$ cat config.mk
export PLATFORM = sky130hd
export DESIGN_NAME = lstm_weight_fetch
export DESIGN_NICKNAME = d
export VERILOG_FILES = /design/src/rtl/lstm_wfetch_pkg.sv /design/src/rtl/lstm_wfetch_fifo.sv /design/src/rtl/lstm_weight_fetch.sv
export SDC_FILE = /design/constraint.sdc
export NUM_CORES = 1
export LEC_CHECK = 0
export CAP_MARGIN = 20
export CORE_ASPECT_RATIO = 0.7
export CORE_UTILIZATION = 35
export CTS_CLUSTER_DIAMETER = 200
export DETAILED_ROUTE_END_ITERATION = 7
export GPL_TIMING_DRIVEN = 0
export PLACE_DENSITY_LB_ADDON = 0.1
export SYNTH_ARGS = -nofsm -noshare
export SYNTH_HDL_FRONTEND = slang
export SYNTH_SLANG_ARGS = --single-unit
$ cat constraint.sdc
create_clock -name clk -period 9.95 [get_ports clk]
set_input_delay 1.99 -clock clk [delete_from_list [all_inputs] [get_ports clk]]
set_output_delay 1.99 -clock clk [all_outputs]
set_load 0.02 [all_outputs]
$ cat src/rtl/lstm_wfetch_pkg.sv
// lstm_wfetch_pkg: shared types and memory-map constants for the LSTM weight fetcher.
package lstm_wfetch_pkg;
    typedef enum logic {PH_WIH, PH_WHH} phase_e;
    typedef enum logic [1:0] {G_I, G_F, G_G, G_O} gate_e;
    typedef enum logic [1:0] {IDLE, WIH, WHH, DRAIN} fsm_e;

    typedef struct packed {
        phase_e phase;
        gate_e  gate;
        logic   last_k;
        logic   last_row;
    } beat_tag_t;

    localparam int COL_DEF  = 512;
    localparam int COW_DEF  = 96;
    localparam int WIH_SIZE = COL_DEF * COW_DEF * 4;
    localparam int WHH_BASE = WIH_SIZE;

    function automatic int wih_size(input int n_col, input int n_cow);
        return n_col * n_cow * 4;
    endfunction
endpackage

$ cat src/rtl/lstm_wfetch_fifo.sv
// lstm_wfetch_fifo: show-ahead synchronous FIFO holding tagged weight beats, with a registered count.
module lstm_wfetch_fifo #(
    parameter int DEPTH = 3,
    parameter int WIDTH = 21,
    parameter int CW    = $clog2(DEPTH + 1)
) (
    input  logic             clk,
    input  logic             rst_n,
    input  logic             i_push,
    input  logic             i_pop,
    input  logic [WIDTH-1:0] i_data,
    output logic [WIDTH-1:0] o_data,
    output logic [CW-1:0]    o_count
);
    localparam int PW = DEPTH > 1 ? $clog2(DEPTH) : 1;

    logic [WIDTH-1:0] r_mem [DEPTH];
    logic [PW-1:0]    r_wp, r_rp;
    logic [CW-1:0]    r_count;
    logic             w_pop;

    assign w_pop   = i_pop && r_count != '0;
    assign o_data  = r_mem[r_rp];
    assign o_count = r_count;

    always_ff @(posedge clk or negedge rst_n) begin
        if (!rst_n) begin
            for (int i = 0; i < DEPTH; i++) r_mem[i] <= '0;
            r_wp    <= '0;
            r_rp    <= '0;
            r_count <= '0;
        end else begin
            if (i_push) begin
                r_mem[r_wp] <= i_data;
                r_wp        <= r_wp == PW'(DEPTH - 1) ? '0 : r_wp + PW'(1);
            end
            if (w_pop) r_rp <= r_rp == PW'(DEPTH - 1) ? '0 : r_rp + PW'(1);
            r_count <= r_count + CW'(i_push) - CW'(w_pop);
        end
    end

    // The ROM cannot be stalled, so a push into a full FIFO would lose a weight.
    assert property (@(posedge clk) disable iff (!rst_n) !(i_push && !w_pop && r_count == CW'(DEPTH)));
endmodule

$ cat src/rtl/lstm_weight_fetch.sv
// lstm_weight_fetch: walks the Wih then Whh ROM regions once per timestep and streams tagged
// weights to the MAC array, using credits so the unstallable ROM never overruns the output FIFO.
module lstm_weight_fetch
    import lstm_wfetch_pkg::*;
#(
    parameter int col    = COL_DEF,
    parameter int cow    = COW_DEF,
    parameter int QZ     = 16,
    parameter int RD_LAT = 1,
    parameter int ADDR_W = $clog2(col * cow * 4 + col * col * 4),
    parameter int FIFO_D = RD_LAT + 2
) (
    input  logic              clk,
    input  logic              rst_n,
    input  logic              start,
    output logic              busy,
    output logic              done,
    output logic [ADDR_W-1:0] rom_addr,
    input  logic [QZ-1:0]     rom_data,
    output logic [QZ-1:0]     w_data,
    output logic              w_valid,
    input  logic              w_ready,
    output logic              w_phase,
    output logic [1:0]        w_gate,
    output logic              w_last_k,
    output logic              w_last_row
);
    localparam int TW    = $bits(beat_tag_t);
    localparam int CW    = $clog2(FIFO_D + 1);
    localparam int NS    = RD_LAT + 1;
    localparam int KW    = $clog2((col > cow ? col : cow) + 1);
    localparam int RW    = $clog2(col + 1);
    localparam int WHH_B = wih_size(col, cow);

    fsm_e              r_state;
    logic              r_busy, r_done;
    logic [ADDR_W-1:0] r_addr;
    logic [KW-1:0]     r_k;
    logic [1:0]        r_g;
    logic [RW-1:0]     r_r;
    logic [NS-1:0]     r_sv;
    beat_tag_t         r_st [NS];
    logic              w_phase_cur, w_k_end, w_g_end, w_r_end, w_row_end, w_issue, w_pop;
    logic [ADDR_W-1:0] w_addr;
    logic [CW-1:0]     w_count, w_inflight;
    beat_tag_t         w_tag, w_otag;
    logic [QZ+TW-1:0]  w_fifo_q;

    assign w_phase_cur = r_state == WHH;
    assign w_k_end     = r_k == (w_phase_cur ? KW'(col - 1) : KW'(cow - 1));
    assign w_g_end     = r_g == 2'd3;
    assign w_r_end     = r_r == RW'(col - 1);
    assign w_row_end   = w_k_end && w_g_end && w_r_end;
    assign w_addr      = (w_phase_cur ? ADDR_W'(WHH_B) : ADDR_W'(0))
                       + ADDR_W'(r_g) * (w_phase_cur ? ADDR_W'(col * col) : ADDR_W'(col * cow))
                       + ADDR_W'(r_r) * (w_phase_cur ? ADDR_W'(col) : ADDR_W'(cow))
                       + ADDR_W'(r_k);
    assign w_tag       = '{phase: phase_e'(w_phase_cur), gate: gate_e'(r_g), last_k: w_k_end, last_row: w_row_end};
    assign w_pop       = w_valid && w_ready;
    // A credit covers beats already queued plus reads still travelling through the ROM.
    assign w_issue     = (r_state == WIH || r_state == WHH)
                       && (int'(w_count) + int'(w_inflight) - int'(w_pop) < FIFO_D);

    always_comb begin
        w_inflight = '0;
        for (int i = 0; i < NS; i++) w_inflight = w_inflight + CW'(r_sv[i]);
    end

    always_ff @(posedge clk or negedge rst_n) begin
        if (!rst_n) begin
            r_state <= IDLE;
            r_busy  <= 1'b0;
            r_done  <= 1'b0;
            r_addr  <= '0;
            r_k     <= '0;
            r_g     <= '0;
            r_r     <= '0;
        end else begin
            r_done <= 1'b0;
            if (w_issue) r_addr <= w_addr;
            case (r_state)
                IDLE: if (start) begin
                    r_state <= WIH;
                    r_busy  <= 1'b1;
                end
                WIH, WHH: if (w_issue) begin
                    r_k <= w_k_end ? '0 : r_k + KW'(1);
                    if (w_k_end) r_g <= r_g + 2'd1;
                    if (w_k_end && w_g_end) r_r <= w_r_end ? '0 : r_r + RW'(1);
                    if (w_row_end) r_state <= (r_state == WIH) ? WHH : DRAIN;
                end
                DRAIN: if (w_inflight == '0 && w_count == CW'(w_pop)) begin
                    r_state <= IDLE;
                    r_busy  <= 1'b0;
                    r_done  <= 1'b1;
                end
                default: r_state <= IDLE;
            endcase
        end
    end

    // Stage 0 travels with rom_addr; the last stage lines up with rom_data.
    always_ff @(posedge clk or negedge rst_n) begin
        if (!rst_n) begin
            r_sv <= '0;
            for (int i = 0; i < NS; i++) r_st[i] <= '0;
        end else begin
            r_sv[0] <= w_issue;
            r_st[0] <= w_tag;
            for (int i = 1; i < NS; i++) begin
                r_sv[i] <= r_sv[i-1];
                r_st[i] <= r_st[i-1];
            end
        end
    end

    lstm_wfetch_fifo #(.DEPTH(FIFO_D), .WIDTH(QZ + TW), .CW(CW)) u_fifo (
        .clk    (clk),
        .rst_n  (rst_n),
        .i_push (r_sv[NS-1]),
        .i_pop  (w_pop),
        .i_data ({rom_data, r_st[NS-1]}),
        .o_data (w_fifo_q),
        .o_count(w_count)
    );

    assign {w_data, w_otag} = w_fifo_q;
    assign busy       = r_busy;
    assign done       = r_done;
    assign rom_addr   = r_addr;
    assign w_valid    = w_count != '0;
    assign w_phase    = w_otag.phase;
    assign w_gate     = w_otag.gate;
    assign w_last_k   = w_otag.last_k;
    assign w_last_row = w_otag.last_row;
endmodule

# Word level (Yosys, flattened, before mapping)
# Cells that the tools add are included.
classes:
  mul: 2
  n_lt_le_gt_ge: 4
  n_addsub: 13
  bitwise: 2
  n_mux: 25
  eq_ne: 13
  n_reduce_logical: 18
op_table:
  columns: ["operator", "n"]
  rows:
  - ["bitwise mux 63 bit", 1]
  - ["2-to-1 mux 21 bit", 3]
  - ["binary-select mux 21 bit (select 2 bit)", 1]
  - ["demux 21 bit (select 2 bit)", 1]
  - ["2-to-1 mux 10 bit", 3]
  - ["adder 18 x 21 -> 21 bit", 1]
  - ["adder 21 x 10 -> 21 bit", 1]
  - ["adder 21 x 20 -> 21 bit", 1]
  - ["multiplier 2 x 19 -> 21 bit", 1]
  - ["adder 10 x 1 -> 10 bit, second input constant", 2]
  - ["multiplier 10 x 10 -> 20 bit", 1]
  - ["2-to-1 mux 19 bit", 1]
  - ["2-to-1 mux 18 bit", 1]
  - ["2-to-1 mux 2 bit", 6]
  - ["== test 10 x 9 -> 1 bit", 1]
  - ["== test 10 x 9 -> 1 bit, second input constant", 1]
  - ["== test 2 bit, second input constant", 5]
  - ["2-to-1 mux 9 bit", 1]
  - ["AND reduction 3 bit", 3]
  - ["inequality test 2 bit, second input constant", 4]
  - ["logical AND 1 bit", 7]
  - ["adder 2 x 1 -> 2 bit, second input constant", 3]
  - [">= comparator 3 bit, second input constant", 2]
  - ["inverter 2 -> 3 bit", 2]
  - ["other kinds (18)", 24]
totals:
  ff_bits: 128
  word_cells: 99
  input_bits: 20
  out_inout_bits: 45

# Logic depth before layout (Yosys ltp)
# Gate-level depths: netlist (run 1).
logic_depth:
  depth_word: 8
  ltp_mapped: 19
  depth_no_buf: 16

# Modules after synthesis
# Synthesis (run 1) repeated with hierarchy kept, for this count alone.
hier_totals:
  cells_unflattened: 676
  hier_area_um2: 7437.1
by_module_without_submodules:
  columns: ["mod", "seq_area_each_um2", "instances", "area_each_um2", "cells_per_inst"]
  rows:
  - ["lstm_weight_fetch", 1476.4, 1, 4374.2, 470]
  - ["lstm_wfetch_fifo", 1726.7, 1, 3062.9, 206]

# Worst setup path after synthesis (run 1)
# Ideal clock, no wire load.
synth_timing:
  path_kind: "register -> register"
  startpoint: "register r_state[0]"
  endpoint: "register r_addr[20], in the netlist rom_addr[20]"
  synth_period_minus_slack_ns: 4.537
  path_stages_with_launch: 19
  path_buffers: 2
  setup_ns: 0.131
  arrival_time_ns: 4.406
  required_time_ns: 9.819
  path_slack_ns: 5.413
  path_cell_list: "dfrtp_1 -> inv_1 -> ha_1 -> buf_1 -> nand2_1 -> fa_1 -> inv_1 -> fa_1 -> ha_1 -> ha_1 -> a21o_1 -> ha_1 -> ha_1 -> clkbuf_1 -> a211o_1 -> a21oi_1 -> nor4b_1 -> a221oi_1 -> nand3_1"
synth_via:
  elab_chain_cells: 6
  elab_cells_between_ends: 12
  classes_between: "add/sub: 3; mul: 2; eq/ne: 2; mux: 3; reduce/logical: 2"
synth_rtl:
  columns: ["element", "line", "text"]
  rows:
  - ["start, declared", "lstm_weight_fetch.sv:35", "fsm_e r_state;"]
  - ["start signal, assigned", "lstm_weight_fetch.sv:90", "if (w_row_end) r_state <= (r_state == WIH) ? WHH : DRAIN;"]
  - ["== test 2 bit", "lstm_weight_fetch.sv:49, lstm_weight_fetch.sv:61", null]
  - ["2-to-1 mux 19 bit", "lstm_weight_fetch.sv:55", "+ ADDR_W'(r_g) * (w_phase_cur ? ADDR_W'(col * col) : ADDR_W'(col * cow))"]
  - ["multiplier 2 x 19 -> 21 bit", "lstm_weight_fetch.sv:55", null]
  - ["adder 18 x 21 -> 21 bit", "lstm_weight_fetch.sv:55", null]
  - ["adder 21 x 20 -> 21 bit", "lstm_weight_fetch.sv:56", "+ ADDR_W'(r_r) * (w_phase_cur ? ADDR_W'(col) : ADDR_W'(cow))"]
  - ["adder 21 x 10 -> 21 bit", "lstm_weight_fetch.sv:57", "+ ADDR_W'(r_k);"]
  - ["end signal, assigned", "lstm_weight_fetch.sv:80", "if (w_issue) r_addr <= w_addr;"]
  - ["end, declared", "lstm_weight_fetch.sv:37", "logic [ADDR_W-1:0] r_addr;"]
# Parallel ways exist; a longest one is shown, timed or not.
# A chain may end at the register's enable or synchronous reset.

# Final worst setup path (run 1)
# Ends and elaborated chain as after synthesis.

==> results of run 1 <==
-- critical path, cell delays in order, from the launching register on --
cell	delay [ps]
dfrtp_1	420
inv_1	150
ha_1	350
buf_1	450
nand2_1	140
fa_1	500
inv_1	60
fa_1	420
ha_1	280
ha_1	320
a21o_1	190
ha_1	270
ha_1	280
clkbuf_1	180
a211o_1	320
a21oi_1	200
nor4b_1	80
a221oi_1	290
nand3_1	110
-- state kept, by name, summed over array words and instances (netlist names), 10 cells and up --
| signal | cells |
|---|---|
| u_fifo.r_mem | 63 |
| rom_addr | 21 |
| r_k | 10 |
| r_r | 10 |
| r_st | 10 |
-- through the flow --
step	std cells	utilization, %	cell area [um^2]
floorplan	688	-	7400
global placement	1028	40.4	8390
detailed placement	1029	40.6	8420
CTS	1061	43.4	9000
global route	1061	43.4	9000
finish	1061	43.4	9000
-- worst paths after layout --
kind / slack [ps] / cells after the start / end
setup / recovery: 4840 / 18 / rom_addr[20]
setup reg to reg: 4840 / 18 / rom_addr[20]
max in group asynchronous: 7670 / 2 / u_fifo.r_mem[16]
min in group asynchronous: 1460 / 1 / u_fifo.r_mem[29]
hold / removal: 350 / 0 / r_st[3]
hold reg to reg: 350 / 0 / r_st[3]
-- per-layer routing --
layer | vias to the layer above | track usage (%) | routed length [um]
met5 | - | 0 | 0
met4 | 0 | 4.08 | 184
met3 | 14 | 3.82 | 601
met2 | 83 | 23.5 | 6830
met1 | 2601 | 24.1 | 8710
li1 | 2566 | - | -
-- cells by family (layout without fill, tap and decap cells) --
group,Yosys count,count (layout)
compound gates,116,116
xor+xnor,23,23
fa+ha+maj,79,79
buf+inv,80,177
flops,128,128
mux,91,91
simple gates,171,171
-- cell type report --
| class | count | area, um^2 |
|---|---|---|
| Fill cell | 1977 | 11800 |
| Multi-Input combinational cell | 480 | 3880 |
| Sequential cell | 128 | 3200 |
| Timing Repair Buffer | 65 | 669 |
| Clock buffer | 19 | 453 |
| Tap cell | 276 | 345 |
| Inverter | 55 | 206 |
| Clock inverter | 13 | 128 |
| Buffer | 25 | 114 |
-- report_power, final --
| part | internal (uW) | switching [uW] |
|---|---|---|
| Clock | 361 | 247 |
| Combinational | 469 | 709 |
| Sequential | 680 | 87.9 |
| Total | 1510 | 1040 |
-- placed cells by master, fill, tap and decap left out, drive strengths merged, types with 3 or more instances in the layout --
| master | instances |
|---|---|
| a211o | 3 |
| inv | 59 |
| clkinv | 3 |
| buf | 15 |
| nor2 | 11 |
| a211oi | 5 |
| a31oi | 3 |
| fa | 13 |
| and3 | 5 |
| dfrtp | 128 |
| a21o | 8 |
| o21ai | 53 |
| o31ai | 8 |
| xnor2 | 9 |
| clkinvlp | 5 |
| xor2 | 14 |
| a21oi | 19 |
| nand2b | 8 |
| ha | 66 |
| nand2 | 86 |
| clkbuf | 31 |
| mux2 | 67 |
| mux2i | 24 |
| nand3b | 3 |
| nor3 | 8 |
| nand4 | 6 |
| nor2b | 11 |
| nand3 | 15 |
| and2 | 9 |
| clkdlybuf4s50 | 63 |
==> impl_metrics.tcl, run 1 <==
set metrics [dict create \
    crit_fanout 10 \
    tightest_slew_ps 815 \
    post_cts_resized 0 \
    synth_adder_area_share_pct 14.7 \
    vias 5264 \
    min_from "r_st[8]" \
    netlist.area_leader.share_pct 43.3 \
    status "finished, final reports clean" \
    cts_tree "done" \
    clkLatencyLatePin_ps 420 \
    synth-compound-area-share_pct 9.60 \
    crit_start "r_state[0]" \
    routed_via_density 4.96 \
    ant_nets 0 \
    peakVddDrop_uv 159 \
    timing.rr.start "r_state[0]" \
    ctsRootBufferMaster "clkbuf_16" \
    yosys.area.top_type "dfrtp_1" \
    antenna_found_initial 0 \
    core_area_um2 20800 \
    critPathKind "reg -> reg" \
    finalHoldViolCount 0 \
    hold_path_class "reg -> reg" \
    leakage_uw 0.00427 \
    grt_use_total_pct 16.2 \
    fin_nets 871 \
    synth-edff-count 0 \
    syn-cell-area_um2 7400 \
    synth_seq_cells 128 \
    die_h_um 124 \
    finalCritPeriodShare_pct 51.4 \
    dieArea_um2 21700 \
    clock_sinks 128 \
    syn_inst 688 \
    synth_commonest_cells "128 x dfrtp_1, 85 x nand2_1, 67 x mux2_2" \
    ys.flop_type "dfrtp_1" \
    rsz0062_at_grt "false" \
    grt_max_degree 94 \
    fin_ws_ps 4840 \
    cp-start-kind "register" \
    maxCapViolCount 0 \
    fin_total_pwr_uw 2550 \
    diodes 0 \
    rows 44 \
    place_congestion 0.808 \
    htree_levels 4 \
    syn-num-nets 787 \
    hpwl_um 11900 \
    cts_buffers 17 \
    overflow 0 \
    io_pins 65 \
    drcViolationCount 0 \
    wl_per_cell_um 15.4 \
    worstPathRequired_ps 10250 \
    arrival_ps 5410 \
    min_period_ps 5110 \
    synth-xor-area-share_pct 2.72 \
    skew_ps 16.9 \
    synth_top_family_by_area "adder cells" \
    syn_avg_cell_area_um2 10.8 \
    drt-total-wl_um 16300 \
    drive_above_1_share_pct 15.9 \
    path_clk_slew_ps 70 \
    setup_tns_ps 0 \
    finalMaxSlewViolations 0 \
    post-synth-top-count-cell "dfrtp_1" \
    drtIter0Drc 298 \
    yosysUniqueCellTypes 58 \
    grt_pass1_wl_um 27300 \
    syn_to_final_growth_pct 21.5 \
    power_density_nw_per_um2 284 \
    dr.pass1.iters 4 \
    holdBufCountCts 0 \
    whs_ps 346 \
    cts_setup_buffers 0 \
    portBuffers 64 \
    start_util_pct 35.7 \
    place_ws_ps 4830 \
    die_x_um 176 \
    max_freq_mhz 196 \
    cts_buffer_depth 2 \
    setup_viol 0 \
    synthSimpleGateAreaFrac_pct 12.0 \
    cp-end-kind "register" \
    max_slew_margin_pct 45.2 \
    ys_warn_count 0 \
    synthArstFlopShare_pct 100 \
    synthTopCellsByArea "dfrtp_1 43%, ha_1 11%, mux2_2 10%, nand2_1 4.3%, o21ai_0 3.6%" \
    synth_seq_area_share_pct 43.3 \
    grt_pass1_vias 5289 \
    synth_mux_area_share_pct 13.4 \
]
Power figures use the tool's default switching activity.
==> run 2, diff against run 1 <==
- clock period: 9.95 -> 4.9 ns (I/O delays scaled with it)
==> run 2 against run 1 <==
Compared with the run above: utilization grew 0.17 points; first-iteration DRC count grew 7.4%; design area grew 0.39%; wire length grew 0.48%; clock-buffer cell count is the same; sequential cell count is the same; worst setup slack lost 4600 ps; non-clock buffer count grew 1; sequential power grew 100%; critical path depth shrank 1; critical path type unchanged; highest routed layer unchanged.
==> impl_metrics.tcl, run 2 (synthesized netlist as in run 1, its figures left out) <==
set metrics [dict create \
    cp-start-kind "register" \
    clock_sinks 128 \
    hold_path_class "reg -> reg" \
    maxCapViolCount 0 \
    clkLatencyLatePin_ps 420 \
    use_met3_pct 3.82 \
    crit_fanout 10 \
    dieArea_um2 21700 \
    leakage_uw 0.00428 \
    rr_worst_depth 17 \
    drtIter0Drc 320 \
    worstPathRequired_ps 5200 \
    start_util_pct 35.7 \
    portBuffers 64 \
    final_area_um2 9030 \
    finalMaxSlewViolations 0 \
    postPlaceCellArea_um2 8420 \
    syn_to_final_growth_pct 22.0 \
    grt_pass1_vias 5293 \
    path_clk_slew_ps 70 \
    whs_path_depth 0 \
    rows 44 \
    tightest_slew_ps 818 \
    ant_nets 0 \
    ctsRootBufferMaster "clkbuf_16" \
    status "finished, final reports clean" \
    routed_via_density 4.94 \
    final_cell_mix "128 x dfrtp_1, 85 x nand2_1, 67 x mux2_2, 64 x ha_1, 63 x clkdlybuf4s50_1" \
    power_density_nw_per_um2 574 \
    r2r_slack_ps 280 \
    layout_commonest_cell "dfrtp_1" \
    die_h_um 124 \
    top_register "u_fifo.r_mem" \
    core_area_um2 20800 \
    fin_nets 872 \
    grt_use_total_pct 16.3 \
    grt.busiest_layer "met1" \
    hold_end "r_st[3]" \
    grtUsageMet2_pct 23.6 \
    finalCritPeriodShare_pct 94.3 \
    peakVddDrop_uv 323 \
    die_x_um 176 \
    max_freq_mhz 216 \
    place_ws_ps -220 \
    min_from "r_st[8]" \
    cts_buffers 17 \
    diodes 0 \
    drcViolationCount 0 \
    antenna_found_initial 0 \
    max_slew_margin_pct 45.0 \
    place_congestion 0.808 \
    overflow 0 \
    grt_pass1_wl_um 27400 \
    grtUsageMet1_pct 24.2 \
    cts_tree "done" \
    cp-end-kind "register" \
    hpwl_um 11900 \
    vias 5250 \
    fin_ws_ps 281 \
    htree_levels 4 \
    timing.rr.start "r_state[0]" \
    wl_per_cell_um 15.4 \
    skew_ps 17.7 \
    arrival_ps 4910 \
    dr.pass1.iters 5 \
    grt_max_degree 94 \
    drt-total-wl_um 16400 \
    io_pins 65 \
    finalHoldViolCount 0 \
    cts_buffer_depth 2 \
    largest_register_ffs 63 \
    min_period_ps 4620 \
    setup_viol 0 \
    drive_above_1_share_pct 16.9 \
    postLayoutCoreUtil_pct 43.5 \
    critPathKind "reg -> reg" \
    reg2reg_to "rom_addr[20]" \
]
[run 2: layout make-up]
class                      count  area (um^2)
sequential                   128         3200
buffer                        24          115
tap                          276          345
fill                        1971        11700
timing repair buffer          67          684
clock buffer                  19          453
multi-input combinational    480         3900
clock inverter                13          128
inverter                      55          206
[run 2: timing repair]
action | CTS | global route
pin swaps | 0 | 0
gates resized for setup | 2 | 6
endpoints found under the setup margin | 3 | 4
hold buffers | 0 | 0
cloned | 0 | 0
setup buffers | 0 | 2
[run 2: layer usage]
| metal | vias up | wire, um |
|---|---|---|
| met1 | 2590 | 8770 |
| met5 | - | 0 |
| met2 | 83 | 6840 |
| met3 | 13 | 615 |
| met4 | 0 | 176 |
| li1 | 2564 | - |
[run 2: worst max path at each step]
stage | start | end | cells after the start
global placement | rst_n | rom_addr[10] | 1
global route | r_state[0] | rom_addr[18] | 17
floorplan | r_state[0] | rom_addr[20] | 18
finish | r_state[0] | rom_addr[20] | 17
CTS | r_state[0] | rom_addr[18] | 18
detailed placement | r_state[0] | rom_addr[20] | 18
[run 2: through the flow]
step	power [uW]	hold WS, ps	std cells	TNS [ps]
CTS	5280	343	1061	0
global placement	3930	336	1028	-292220
finish	5180	345	1062	0
detailed placement	4020	335	1029	-494
global route	5580	355	1062	-3.59
floorplan	3100	331	688	0
[run 2: worst max-delay path: stages, from the launching register on]
cell	delay [ps]
dfrtp_1	390
inv_2	90
ha_1	210
buf_2	190
nand2b_1	200
fa_1	550
inv_1	60
fa_1	420
ha_1	280
ha_1	320
a21o_1	190
ha_1	270
ha_2	340
a211o_1	300
a21oi_1	200
nor4b_1	80
a221oi_1	300
nand3_1	110
[run 2: report_power, final]
part	leakage [uW]	total (uW)	internal, uW	switching [uW]
logic	0.00239	2390	952	1440
registers	0.00162	1560	1380	178
clock network	0.000271	1230	733	501
